`src/rtl/base_pkg.sv`:
```
// Shared definitions for the base serialize/deserialize blocks.
package base_pkg;

  // Packer/unpacker handshake state: collecting beats vs. presenting a word.
  typedef enum logic {
    FILL = 1'b0,
    FULL = 1'b1
  } base_state_t;

  // Width needed to hold a beat count of 0..n inclusive.
  function automatic int unsigned cw_of(input int unsigned n);
    return $clog2(n) + 1;
  endfunction

endpackage

```
`src/rtl/base_agather_slots.sv`:
```
// Slot register file for the beat packer: ways slots of width bits, slot 0 in the MSBs.
module base_agather_slots
  import base_pkg::*;
#(
  parameter int unsigned width = 1,
  parameter int unsigned ways  = 2,
  localparam int unsigned cw   = cw_of(ways)
) (
  input  logic                   clk,
  input  logic                   reset,
  input  logic                   we,
  input  logic                   clr,
  input  logic [cw-1:0]          idx,
  input  logic [width-1:0]       wd,
  output logic [width*ways-1:0]  data
);

  // Indexed write; clr zeroes every slot not being written this cycle.
  always_ff @(posedge clk or posedge reset) begin
    if (reset) begin
      data <= '0;
    end else begin
      for (int unsigned i = 0; i < ways; i++) begin
        if (we && idx == cw'(i)) begin
          data[(ways-1-i)*width +: width] <= wd;
        end else if (clr) begin
          data[(ways-1-i)*width +: width] <= '0;
        end
      end
    end
  end

endmodule

```
`src/rtl/base_agather.sv`:
```
// Narrow-to-wide beat packer: gathers up to ways beats into one word, i_e closes early.
module base_agather
  import base_pkg::*;
#(
  parameter int unsigned width = 1,
  parameter int unsigned ways  = 2,
  localparam int unsigned cw   = cw_of(ways)
) (
  input  logic                   clk,
  input  logic                   reset,
  input  logic                   i_v,
  output logic                   i_r,
  input  logic [width-1:0]       i_d,
  input  logic                   i_e,
  output logic                   o_v,
  input  logic                   o_r,
  output logic [width*ways-1:0]  o_d,
  output logic [cw-1:0]          o_c,
  output logic                   o_e
);

  base_state_t   state;
  logic [cw-1:0] cnt;
  logic          fire_in;
  logic          slot_clr;
  logic [cw-1:0] slot_idx;

  // In FULL a beat is only accepted when the word leaves the same cycle.
  assign i_r      = !reset && ((state == FILL) || o_r);
  assign fire_in  = i_v && i_r;
  // A beat accepted in FULL starts a new group, so it lands in slot 0.
  assign slot_idx = (state == FULL) ? '0 : cnt;
  assign slot_clr = (state == FULL) && o_r;

  base_agather_slots #(
    .width (width),
    .ways  (ways)
  ) u_slots (
    .clk   (clk),
    .reset (reset),
    .we    (fire_in),
    .clr   (slot_clr),
    .idx   (slot_idx),
    .wd    (i_d),
    .data  (o_d)
  );

  // Group FSM: beat counting, word close and output handshake.
  always_ff @(posedge clk or posedge reset) begin
    if (reset) begin
      state <= FILL;
      cnt   <= '0;
      o_v   <= 1'b0;
      o_c   <= '0;
      o_e   <= 1'b0;
    end else begin
      case (state)
        FILL: begin
          if (fire_in) begin
            if (cnt == cw'(ways - 1) || i_e) begin
              state <= FULL;
              o_v   <= 1'b1;
              o_c   <= cnt + 1'b1;
              o_e   <= i_e;
              cnt   <= '0;
            end else begin
              cnt <= cnt + 1'b1;
            end
          end
        end
        FULL: begin
          if (o_r) begin
            if (fire_in && i_e) begin
              o_c <= cw'(1);
              o_e <= 1'b1;
            end else if (fire_in) begin
              state <= FILL;
              o_v   <= 1'b0;
              cnt   <= cw'(1);
            end else begin
              state <= FILL;
              o_v   <= 1'b0;
              cnt   <= '0;
            end
          end
        end
        default: begin
          state <= FILL;
          o_v   <= 1'b0;
        end
      endcase
    end
  end

endmodule

```
`config.mk`:
```
export PLATFORM = sky130hd
export DESIGN_NAME = base_agather
export DESIGN_NICKNAME = d
export VERILOG_FILES = /design/src/rtl/base_pkg.sv /design/src/rtl/base_agather_slots.sv /design/src/rtl/base_agather.sv
export SDC_FILE = /design/constraint.sdc
export NUM_CORES = 1
export LEC_CHECK = 0
export ABC_CLOCK_PERIOD_IN_PS = 3160
export CORE_AREA = 4 4 41 43
export CTS_CLUSTER_DIAMETER = 50
export DETAILED_ROUTE_END_ITERATION = 12
export DIE_AREA = 0 0 45 47
export PLACE_DENSITY_LB_ADDON = 0.08
export SYNTH_ARGS = -nofsm -noshare
export SYNTH_HDL_FRONTEND = slang
export SYNTH_HIERARCHICAL = 1
export SYNTH_SLANG_ARGS = --single-unit
```
`constraint.sdc`:
```
create_clock -name clk -period 3.16 [get_ports clk]
set_clock_uncertainty 0.1 [all_clocks]
set_input_delay 0.316 -clock clk [delete_from_list [all_inputs] [get_ports clk]]
set_output_delay 0.316 -clock clk [all_outputs]
set_load 0.02 [all_outputs]
```
After elaboration in Yosys (flattened, before gate mapping)
Cells that the tools add are included.
{"block": "totals", "reg_bits": 9, "input_bits": 6, "out_inout_bits": 7, "word_cells": 61}
{"block": "classes", "addsub": 1, "eq_ne": 7, "mux": 30, "bitwise_logic": 1, "n_reduce_logical": 15}
{"operator": "2-bit two-way mux", "n": 9}
{"operator": "1-bit two-way mux", "n": 16}
{"operator": "2-bit case mux with 2 select lines", "n": 2}
{"operator": "4-bit AND reduction", "n": 2}
{"operator": "1-bit logical AND", "n": 6}
{"operator": "2-bit != test, second input constant", "n": 3}
{"operator": "1-bit case mux with 2 select lines", "n": 3}
{"operator": "2-bit by 1-bit == test with 1-bit output, second input constant", "n": 2}
{"operator": "2-bit by 1-bit != test with 1-bit output, second input constant", "n": 2}
{"operator": "2-bit nonzero test", "n": 2}
{"operator": "3-bit AND reduction", "n": 1}
{"operator": "2-bit by 1-bit adder with 2-bit output, second input constant", "n": 1}
{"operator": "2-bit zero test", "n": 1}
{"operator": "1-bit logical OR", "n": 2}
{"operator": "1-bit zero test", "n": 1}
{"operator": "1-bit NOT", "n": 1}

Logic depth before layout (Yosys ltp)
Gate-level depths: netlist of run 1.
{"block": "logic_depth", "depth_word": 8, "depth_mapped": 5}

Cells and area by module
The synthesis of run 1 kept the hierarchy.
{"module": "base_agather", "n_inst": 1, "cells_per_inst": 44, "area_each_um2": 405.4, "seq_area_each_um2": 175.2}
{"module": "base_agather_slots", "n_inst": 1, "cells_per_inst": 9, "area_each_um2": 112.6, "seq_area_each_um2": 50.0}

Worst setup path after synthesis of run 1
OpenSTA, ideal clock, no wires.
{"block": "synth_path", "path_kind": "reg2reg", "startpoint": "reg state", "endpoint": "reg u_slots.data[1]", "arrival_time_ns": 1.270, "required_ns": 2.935, "slack_ns": 1.665, "stages_incl_launch_ff": 6, "synth_period_minus_slack_ns": 1.495, "path_cell_list": "dfrtp_1 > buf_2 > nor2b_1 > nor2_1 > nor3b_2 > mux2_2"}
{"block": "synth_between", "elab_chain_cells": 6, "word_cells_on_any_way": 10, "classes_between": "mux: 2; bitwise: 1; reduce/logical: 7"}
{"item": "start, declared", "line": "base_agather.sv:22", "rtl": "base_state_t state;"}
{"item": "start signal, assigned", "line": "base_agather.sv:51", "rtl": "state <= FILL;"}
{"item": "start signal, assigned", "line": "base_agather.sv:61", "rtl": "state <= FULL;"}
{"item": "start signal, assigned", "line": "base_agather.sv:77", "rtl": "state <= FILL;"}
{"item": "1-bit NOT (*)"}
{"item": "1-bit logical OR (*)", "line": "base_agather.sv:29", "rtl": "assign i_r = !reset && ((state == FILL) || o_r);"}
{"item": "1-bit logical AND (*)", "line": "base_agather.sv:29"}
{"item": "1-bit logical AND (*)", "line": "base_agather.sv:30", "rtl": "assign fire_in = i_v && i_r;"}
{"item": "via fire_in", "line": "base_agather.sv:24", "rtl": "logic fire_in;"}
{"item": "1-bit logical AND (*)", "line": "base_agather_slots.sv:24", "rtl": "if (we && idx == cw'(i)) begin"}
{"item": "1-bit two-way mux or 2-bit nonzero test (tied branches)"}
{"item": "end signal, assigned by index", "line": "base_agather_slots.sv:25", "rtl": "data[(ways-1-i)*width +: width] <= wd;"}
{"item": "end, declared", "line": "base_agather_slots.sv:15", "rtl": "output logic [width*ways-1:0] data"}
Mark *: on every way through the listed nets, which the timed path passes. The rest lies on a longest branch.
A chain may end at the register's enable or synchronous reset.

Final worst setup path of run 1
{"block": "layout_path", "startpoint": "in o_r", "endpoint": "out i_r"}
{"block": "layout_between", "elab_chain_cells": 2}
{"item": "start, declared", "line": "base_agather.sv:16", "rtl": "input logic o_r,"}
{"item": "1-bit logical OR", "line": "base_agather.sv:29"}
{"item": "1-bit logical AND", "line": "base_agather.sv:29"}
{"item": "end, declared", "line": "base_agather.sv:12", "rtl": "output logic i_r,"}
No other way between the ends.

==> impl_metrics.env, run 1 <==
export IMPL_crit_type="in2out"
export IMPL_cp_slowest_cell="clkdlybuf4s50_1"
export IMPL_hold_viol_final=0
export IMPL_rows=13
export IMPL_synth_area_um2=518.0
export IMPL_dr_total_vias=432
export IMPL_status="finished, final reports clean"
export IMPL_synth_area_leaders="dfrtp_1 43%, nor2b_1 6.0%, mux2i_1 3.9%"
export IMPL_cp_max_fo=5
export IMPL_dr_wl_met3_um=70
export IMPL_syn_area_per_cell_um2=9.774
export IMPL_via_per_inst=5.205
export IMPL_cts_buffers=3
export IMPL_clkLatencyLatePin_ns=0.26
export IMPL_crit_path_start_kind="input pin"
export IMPL_power_density_nw_per_um2=689.9
export IMPL_cts_sinks=9
export IMPL_power_leakage_nw=0.3080
export IMPL_maxSlewHeadroom=0.7884
export IMPL_design_area_um2=678.2
export IMPL_top_layer="met4"
export IMPL_cts_resized=0
export IMPL_cts_tree="done"
export IMPL_grt_usage=0.1164
export IMPL_grt_overflow_total=0
export IMPL_timing_setup_tns_ns=0
export IMPL_worst_r2r_path_depth=4
export IMPL_postCtsSetupRepairBufs=0
export IMPL_core_um2=1301
export IMPL_layout_nets=76
export IMPL_fin_util=0.5212
export IMPL_netlist_area_leader_share=0.4348
export IMPL_drtIter0Drc=13
export IMPL_cap_violations=0
export IMPL_drt_wl_total_um=1018
export IMPL_boundaryPins=13
export IMPL_placed_area_um2=651.9
export IMPL_critPathMaxStageDelay_ns=0.60
export IMPL_crit_top_cell="clkdlybuf4s50_1"
export IMPL_diodes=0
export IMPL_drc=0
export IMPL_peakVddDrop_v=0.0002796
export IMPL_dpl_hpwl_um=797.5
export IMPL_final_common_cell="clkdlybuf4s50_1"
export IMPL_h_tree_depth=1
export IMPL_cts_root_buffer="clkbuf_4"
export IMPL_r2r_slack_ns=1.54
export IMPL_cts_max_path_buffers=2
export IMPL_synth_nets=60
export IMPL_ys_seq_area_frac=0.4348
export IMPL_crit_chain="clkdlybuf4s50_1 -> nor2b_1 -> nor2_1 -> clkdlybuf4s50_1"
export IMPL_drive_gt1_frac=0.1324
export IMPL_yosysWarnings=6
export IMPL_die_w_um=45
export IMPL_grt_pass1_vias=425
export IMPL_rsz0062_at_grt="no"
export IMPL_grt_first_pass_wirelength_um=1780
export IMPL_setup_viol_count_final=0
export IMPL_wl_met2_um=424
export IMPL_antenna_found_initial=0
export IMPL_critPathRequiredTime_ns=2.74
export IMPL_fmax_mhz=474.5
export IMPL_antenna_left=0
export IMPL_die_area_um2=2115
export IMPL_endpoint_kind="output pin"
export IMPL_yosysTopAreaCell="dfrtp_1"
export IMPL_ys_ff_latch=9
export IMPL_die_h_um=47
export IMPL_initial_utilization=0.3981
export IMPL_final_cell_mix="12 x clkdlybuf4s50_1, 9 x dfrtp_1, 5 x nor2b_1, 5 x inv_1"
export IMPL_synth_cell_types=26
export IMPL_cp_arrival_ns=1.69
export IMPL_finalMaxSlewViolations=0
export IMPL_first_pass_iters=4
export IMPL_hp_class="in2async"
export IMPL_gp_congestion=0.7650
export IMPL_finalPower_uw=467.9
export IMPL_io_buffer_count=12
export IMPL_clk_pin_slew_ns=0.06
export IMPL_wl_per_cell_um=12.27
export IMPL_synthCells=53
export IMPL_post_route_period_util=0.6670
export IMPL_syn_to_final_growth_pct=30.92
export IMPL_grt_max_degree=11
export IMPL_ctsHoldBuffers=0
export IMPL_met1_length_um=508
export IMPL_period_minus_slack_ns=2.108
export IMPL_tightest_slew_ns=0.3174
==> layer usage <==
layer	vias up	global-route usage
li1	216	-
met1	199	0.1659
met2	13	0.1582
met3	4	0.02682
met4	0	0.07018
met5	-	0
==> cells in the mapped netlist <==
library cell and n:
dfrtp_1 9, nand3b_1 2, a21boi_1 1, nor3_2 1, inv_1 5, mux2i_1 2
o21ai_0 4, ha_1 1, o22a_1 1, o21bai_1 1, inv_2 1, nor2b_1 5
or3_1 1, a21oi_1 2, a32oi_1 1, buf_2 1, nand2b_1 1, mux2_2 1
nor2_1 4, a31oi_1 1, and2b_1 1, nor3b_2 1, o32ai_1 1, nand2b_4 1
nand2_1 3, mux2_4 1
==> area by class of cell <==
type                    count  area, um2
clock buffers               4      26.28
flip-flops and latches      9      225.2
inverters                   6      22.52
well taps                  15      18.77
repair buffers             12      120.1
fillers                   130      623.1
multi-input cells          37      265.3
==> logic make-up after synthesis <==
kind of cell | count (synthesis) | synth area share
DFF | 9 | 0.4348
adders and majority gates | 1 | 0.02415
and+or+nand+nor | 20 | 0.2488
muxes | 4 | 0.08936
buffers and inverters | 7 | 0.05313
AOI/OAI and AO/OA | 12 | 0.1498
==> path summary, 6_finish.rpt <==
path,start,to
max,o_r,i_r
min,reset,u_slots/data[1]
max reg2reg,state,u_slots/data[1]
min reg2reg,o_v,o_v
max in group asynchronous,reset,cnt[0]
min in group clk,o_v,o_v
==> stage by stage <==
stage / hold slack, ns / setup WS [ns] / instances
after global placement: 0.4132 / 1.053 / 79
after detailed placement: 0.4210 / 1.050 / 79
final: 0.2038 / 1.052 / 83
after CTS: 0.2057 / 1.042 / 83
after floorplan: -0.04282 / 1.665 / 53
after global routing: 0.2409 / 0.9794 / 83
==> worst max-delay path, delay by kind of cell <==
family | cells | cell delay [ns]
and+or+nand+nor | 2 | 0.19
buffers and inverters | 2 | 1.18
==> power by group <==
group          total, mW  switching, mW  internal (mW)  leakage, nW
Sequential         0.178         0.0266          0.152        0.112
Combinational      0.201         0.0960          0.105        0.181
Clock             0.0888         0.0401         0.0487       0.0150
Total              0.468          0.163          0.305        0.308
==> state kept, by name, indices dropped and copies added (netlist names) <==
| register | cells |
|---|---|
| o_e | 1 |
| o_c | 2 |
| cnt | 2 |
| state | 1 |
| u_slots/data | 2 |
| o_v | 1 |
Power figures use the tool's default switching activity.
==> run 2, diff against run 1 <==
- ABC_CLOCK_PERIOD_IN_PS: 3160 -> 1900
- clock period: 3.16 -> 1.9 ns (I/O delays scaled with it)
==> run 2 against run 1 <==
- first-iteration DRC count fell by 54%
- sequential power rose by 63%
- register-to-register slack got worse by 1.1 ns
- combinational power rose by 75%
- largest cell class unchanged
- largest power group unchanged
==> impl_metrics.env, run 2 (synthesis gave the netlist of run 1 again) <==
export IMPL_via_per_inst=5.106
export IMPL_postCtsSetupRepairBufs=0
export IMPL_clk_pin_slew_ns=0.06
export IMPL_cap_violations=0
export IMPL_drtIter0Drc=6
export IMPL_endpoint_kind="output pin"
export IMPL_setup_viol_count_final=0
export IMPL_swShare=0.3558
export IMPL_boundaryPins=13
export IMPL_first_pass_iters=4
export IMPL_grt_first_pass_wirelength_um=1697
export IMPL_cts_tree="done"
export IMPL_syn_to_final_growth_pct=33.82
export IMPL_cts_max_path_buffers=2
export IMPL_wl_per_cell_um=13.24
export IMPL_reg2reg_to="u_slots/data[1]"
export IMPL_stdcell_count=85
export IMPL_post_route_period_util=0.9383
export IMPL_antenna_left=0
export IMPL_cp_max_fo=3
export IMPL_placed_cells=81
export IMPL_crit_path_start_kind="flop"
export IMPL_final_cell_mix="12 x clkdlybuf4s50_1, 9 x dfrtp_1, 5 x nor2b_1, 5 x inv_1"
export IMPL_power_density_nw_per_um2=1150
export IMPL_cts_resized=0
export IMPL_final_common_cell="clkdlybuf4s50_1"
export IMPL_period_minus_slack_ns=1.783
export IMPL_die_area_um2=2115
export IMPL_clkLatencyLatePin_ns=0.26
export IMPL_grt_pass1_vias=393
export IMPL_dr_total_vias=434
export IMPL_seq_power_share=0.365
export IMPL_cts_sinks=9
export IMPL_p_int_uw=513.5
export IMPL_timing_setup_tns_ns=0
export IMPL_fmax_mhz=560.9
export IMPL_drive_gt1_frac=0.1571
export IMPL_worst_r2r_path_depth=4
export IMPL_io_buffer_count=12
export IMPL_finalMaxSlewViolations=0
export IMPL_pwr_share_clk=0.193
export IMPL_cts_root_buffer="clkbuf_4"
export IMPL_core_um2=1301
export IMPL_cp_arrival_ns=1.49
export IMPL_rows=13
export IMPL_hp_class="in2async"
export IMPL_antenna_found_initial=0
export IMPL_drc=0
export IMPL_die_w_um=45
export IMPL_ctsHoldBuffers=0
export IMPL_gp_congestion=0.7548
export IMPL_layout_nets=78
export IMPL_rsz0062_at_grt="no"
export IMPL_dpl_hpwl_um=898.4
export IMPL_power_leakage_nw=0.3179
export IMPL_power_switching_uw=283.6
export IMPL_crit_type="reg2out"
export IMPL_power_share_combinational=0.442
export IMPL_tightest_slew_ns=0.2627
export IMPL_h_tree_depth=1
export IMPL_critPathRequiredTime_ns=1.61
export IMPL_die_h_um=47
export IMPL_rr_startpoint="state"
export IMPL_hold_viol_final=0
export IMPL_largestRegisters="cnt: 2 flops, o_c: 2 flops, u_slots/data: 2 flops"
export IMPL_r2r_slack_ns=0.45
export IMPL_status="finished, final reports clean"
export IMPL_grt_max_degree=10
export IMPL_drt_wl_total_um=1125
export IMPL_cts_buffers=3
export IMPL_initial_utilization=0.3981
export IMPL_grt_usage=0.1181
export IMPL_maxSlewHeadroom=0.8239
export IMPL_diodes=0
export IMPL_grt_overflow_total=0
export IMPL_peakVddDrop_v=0.0005611
==> run 2: changes by cell type in the layout (fill, tap and decap cells not counted), sizes merged <==
| cell | change |
|---|---|
| buf | +2 |
==> run 2: critical path: stages (launching register included) <==
cell and delay [ns]:
dfrtp_1 0.39, nor2b_1 0.16, nor2_1 0.08, clkdlybuf4s50_1 0.60
==> run 2: metrics by stage <==
step / cell area [um2] / hold slack [ns] / util / setup WS, ns / power (mW)
after detailed placement: 666.9 / 0.3845 / 0.5125 / 0.08031 / 0.6510
final: 693.2 / 0.09227 / 0.5327 / 0.1173 / 0.7971
after floorplan: 518.0 / -0.1688 / - / 0.4053 / 0.4966
after CTS: 693.2 / 0.09819 / 0.5327 / 0.1150 / 0.8049
after global routing: 693.2 / 0.1087 / 0.5327 / 0.04661 / 0.8458
after global placement: 666.9 / 0.3535 / 0.5125 / 0.1417 / 0.6452
==> run 2: final cells by class <==
| class | count | area [um2] |
|---|---|---|
| repair buffers | 14 | 135.1 |
| multi-input cells | 37 | 265.3 |
| flip-flops and latches | 9 | 225.2 |
| well taps | 15 | 18.77 |
| fillers | 128 | 608.1 |
| clock buffers | 4 | 26.28 |
| inverters | 6 | 22.52 |
==> run 2: worst max path at each step <==
| stage | from | end |
|---|---|---|
| final | state | i_r |
| after global routing | state | i_r |
| after CTS | state | i_r |
| after detailed placement | reset | u_slots/data[1] |
| after global placement | o_r | i_r |
| after floorplan | state | u_slots/data[1] |
==> run 2: layer usage <==
| layer | vias up | global-route usage | part of all wire |
|---|---|---|---|
| li1 | 216 | - | - |
| met1 | 205 | 0.1335 | 0.45 |
| met2 | 10 | 0.1836 | 0.47 |
| met3 | 3 | 0.04215 | 0.065 |
| met4 | 0 | 0.08772 | 0.020 |
| met5 | - | 0 | 0 |
==> run 2: power by group through the flow <==
stage / registers (mW) / logic (mW) / clock network (mW)
after floorplan: 0.345 / 0.152 / 0
after global placement: 0.294 / 0.351 / 0
after detailed placement: 0.295 / 0.356 / 0
after CTS: 0.290 / 0.357 / 0.158
after global routing: 0.297 / 0.381 / 0.168
final: 0.291 / 0.352 / 0.154
==> run 3, diff against run 2 <==
- ABC_CLOCK_PERIOD_IN_PS: 1900 -> 2000
- CTS_BUF_LIST: unset -> sky130_fd_sc_hd__clkbuf_2 sky130_fd_sc_hd__clkbuf_4 sky130_fd_sc_hd__clkbuf_8
- clock period: 1.9 -> 2 ns (I/O delays scaled with it)
==> run 3 against run 2 <==
- clock-buffer cell count did not move
- register-to-register slack improved by 0.13 ns
- critical endpoint unchanged
- wire length fell by 7.1%
- worst setup slack improved by 0.096 ns
- via count fell by 2.1%
- die area did not move
- hold slack got worse by 0.0052 ns
==> impl_metrics.env, run 3 (synthesis gave the netlist of run 1 again) <==
export IMPL_clk_pin_slew_ns=0.06
export IMPL_cp_max_fo=3
export IMPL_cts_sinks=9
export IMPL_stdcell_count=85
export IMPL_dr_total_vias=425
export IMPL_largestRegisters="cnt: 2 flops, o_c: 2 flops, u_slots/data: 2 flops"
export IMPL_drt_wl_total_um=1045
export IMPL_tightest_slew_ns=0.2806
export IMPL_critPathRequiredTime_ns=1.70
export IMPL_p_int_uw=500.7
export IMPL_gp_congestion=0.7562
export IMPL_post_route_period_util=0.8934
export IMPL_pwr_share_clk=0.207
export IMPL_postCtsSetupRepairBufs=0
export IMPL_dpl_hpwl_um=825.3
export IMPL_finalMaxSlewViolations=0
export IMPL_syn_to_final_growth_pct=34.54
export IMPL_design_area_um2=696.9
export IMPL_rows=13
export IMPL_endpoint_kind="output pin"
export IMPL_drive_gt1_frac=0.1714
export IMPL_grt_pass1_vias=393
export IMPL_cp_arrival_ns=1.49
export IMPL_rsz0062_at_grt="no"
export IMPL_fin_util=0.5356
export IMPL_timing_setup_tns_ns=0
export IMPL_antenna_left=0
export IMPL_cts_resized=0
export IMPL_hp_class="in2async"
export IMPL_die_w_um=45
export IMPL_power_leakage_nw=0.3214
export IMPL_clkLatencyLatePin_ns=0.26
export IMPL_cts_max_path_buffers=2
export IMPL_peakVddDrop_v=0.0005276
export IMPL_cap_violations=0
export IMPL_power_share_combinational=0.432
export IMPL_grt_first_pass_wirelength_um=1800
export IMPL_die_area_um2=2115
export IMPL_cts_tree="done"
export IMPL_initial_utilization=0.3981
export IMPL_cts_root_buffer="clkbuf_4"
export IMPL_first_pass_iters=4
export IMPL_final_cell_mix="12 x clkdlybuf4s50_1, 9 x dfrtp_1, 5 x nor2b_1, 5 x inv_1"
export IMPL_power_density_nw_per_um2=1093
export IMPL_drc=0
export IMPL_period_minus_slack_ns=1.787
export IMPL_power_switching_uw=261.3
export IMPL_placed_area_um2=666.9
export IMPL_wl_per_cell_um=12.29
export IMPL_finalPower_uw=762.0
export IMPL_drtIter0Drc=3
export IMPL_setup_viol_count_final=0
export IMPL_cts_buffers=3
export IMPL_diodes=0
export IMPL_placed_cells=81
export IMPL_antenna_found_initial=0
export IMPL_grt_overflow_total=0
export IMPL_h_tree_depth=1
export IMPL_swShare=0.3429
export IMPL_io_buffer_count=12
export IMPL_grt_usage=0.1279
export IMPL_grt_max_degree=10
export IMPL_status="finished, final reports clean"
export IMPL_via_per_inst=5.000
export IMPL_core_um2=1301
export IMPL_final_common_cell="clkdlybuf4s50_1"
export IMPL_die_h_um=47
export IMPL_layout_nets=78
export IMPL_crit_path_start_kind="flop"
export IMPL_ctsHoldBuffers=0
export IMPL_crit_type="reg2out"
export IMPL_fmax_mhz=559.6
export IMPL_boundaryPins=13
export IMPL_maxSlewHeadroom=0.8127
export IMPL_seq_power_share=0.361
export IMPL_hold_viol_final=0
-- run 3: cell counts in the layout (fill, tap and decap cells not counted) --
Identical to the previous run, type by type.
-- run 3: through the flow --
stage                     setup slack, ns  hold WS, ns
after floorplan                    0.5053      -0.1588
after global placement             0.1754       0.3722
after detailed placement           0.1934       0.3760
after CTS                          0.1935      0.08396
after global routing               0.1337       0.1137
final                              0.2132      0.08704
-- run 3: worst paths after layout --
| check | to | from | cells after the start | slack, ns |
|---|---|---|---|---|
| setup / recovery | i_r | state | 3 | 0.21 |
| hold / removal | u_slots/data[0] | reset | 2 | 0.09 |
| setup reg to reg | u_slots/data[1] | state | 4 | 0.58 |
| hold reg to reg | o_v | o_v | 2 | 0.43 |
| max in group asynchronous | o_c[1] | reset | 2 | 1.41 |
| min in group clk | o_v | o_v | 2 | 0.43 |
-- run 3: final cells by class --
| cell class | count | area, um2 |
|---|---|---|
| clock buffers | 4 | 30.03 |
| fillers | 129 | 604.3 |
| inverters | 6 | 22.52 |
| multi-input cells | 37 | 265.3 |
| flip-flops and latches | 9 | 225.2 |
| well taps | 15 | 18.77 |
| repair buffers | 14 | 135.1 |
-- run 3: worst max-delay path: stages, from the launching register on --
cell and delay, ns:
dfrtp_1 0.37, nor2b_1 0.15, nor2_1 0.09, clkdlybuf4s50_1 0.61
-- run 3: per-layer routing --
layer | share of wire | GRT usage | wire, um | vias to the layer above
met5 | 0 | 0 | 0 | -
met1 | 0.47 | 0.1741 | 490 | 195
met4 | 0.029 | 0.1053 | 30 | 0
met3 | 0.070 | 0.03831 | 73 | 3
li1 | - | - | - | 215
met2 | 0.43 | 0.1638 | 451 | 12
-- run 3: power groups by stage --
stage          sequential, mW  combinational (mW)  clock (mW)
2_1_floorplan           0.328               0.144           0
3_3_place_gp            0.278               0.331           0
3_5_place_dp            0.278               0.331           0
4_1_cts                 0.276               0.333       0.166
5_1_grt                 0.287               0.360       0.178
6_report                0.275               0.330       0.158
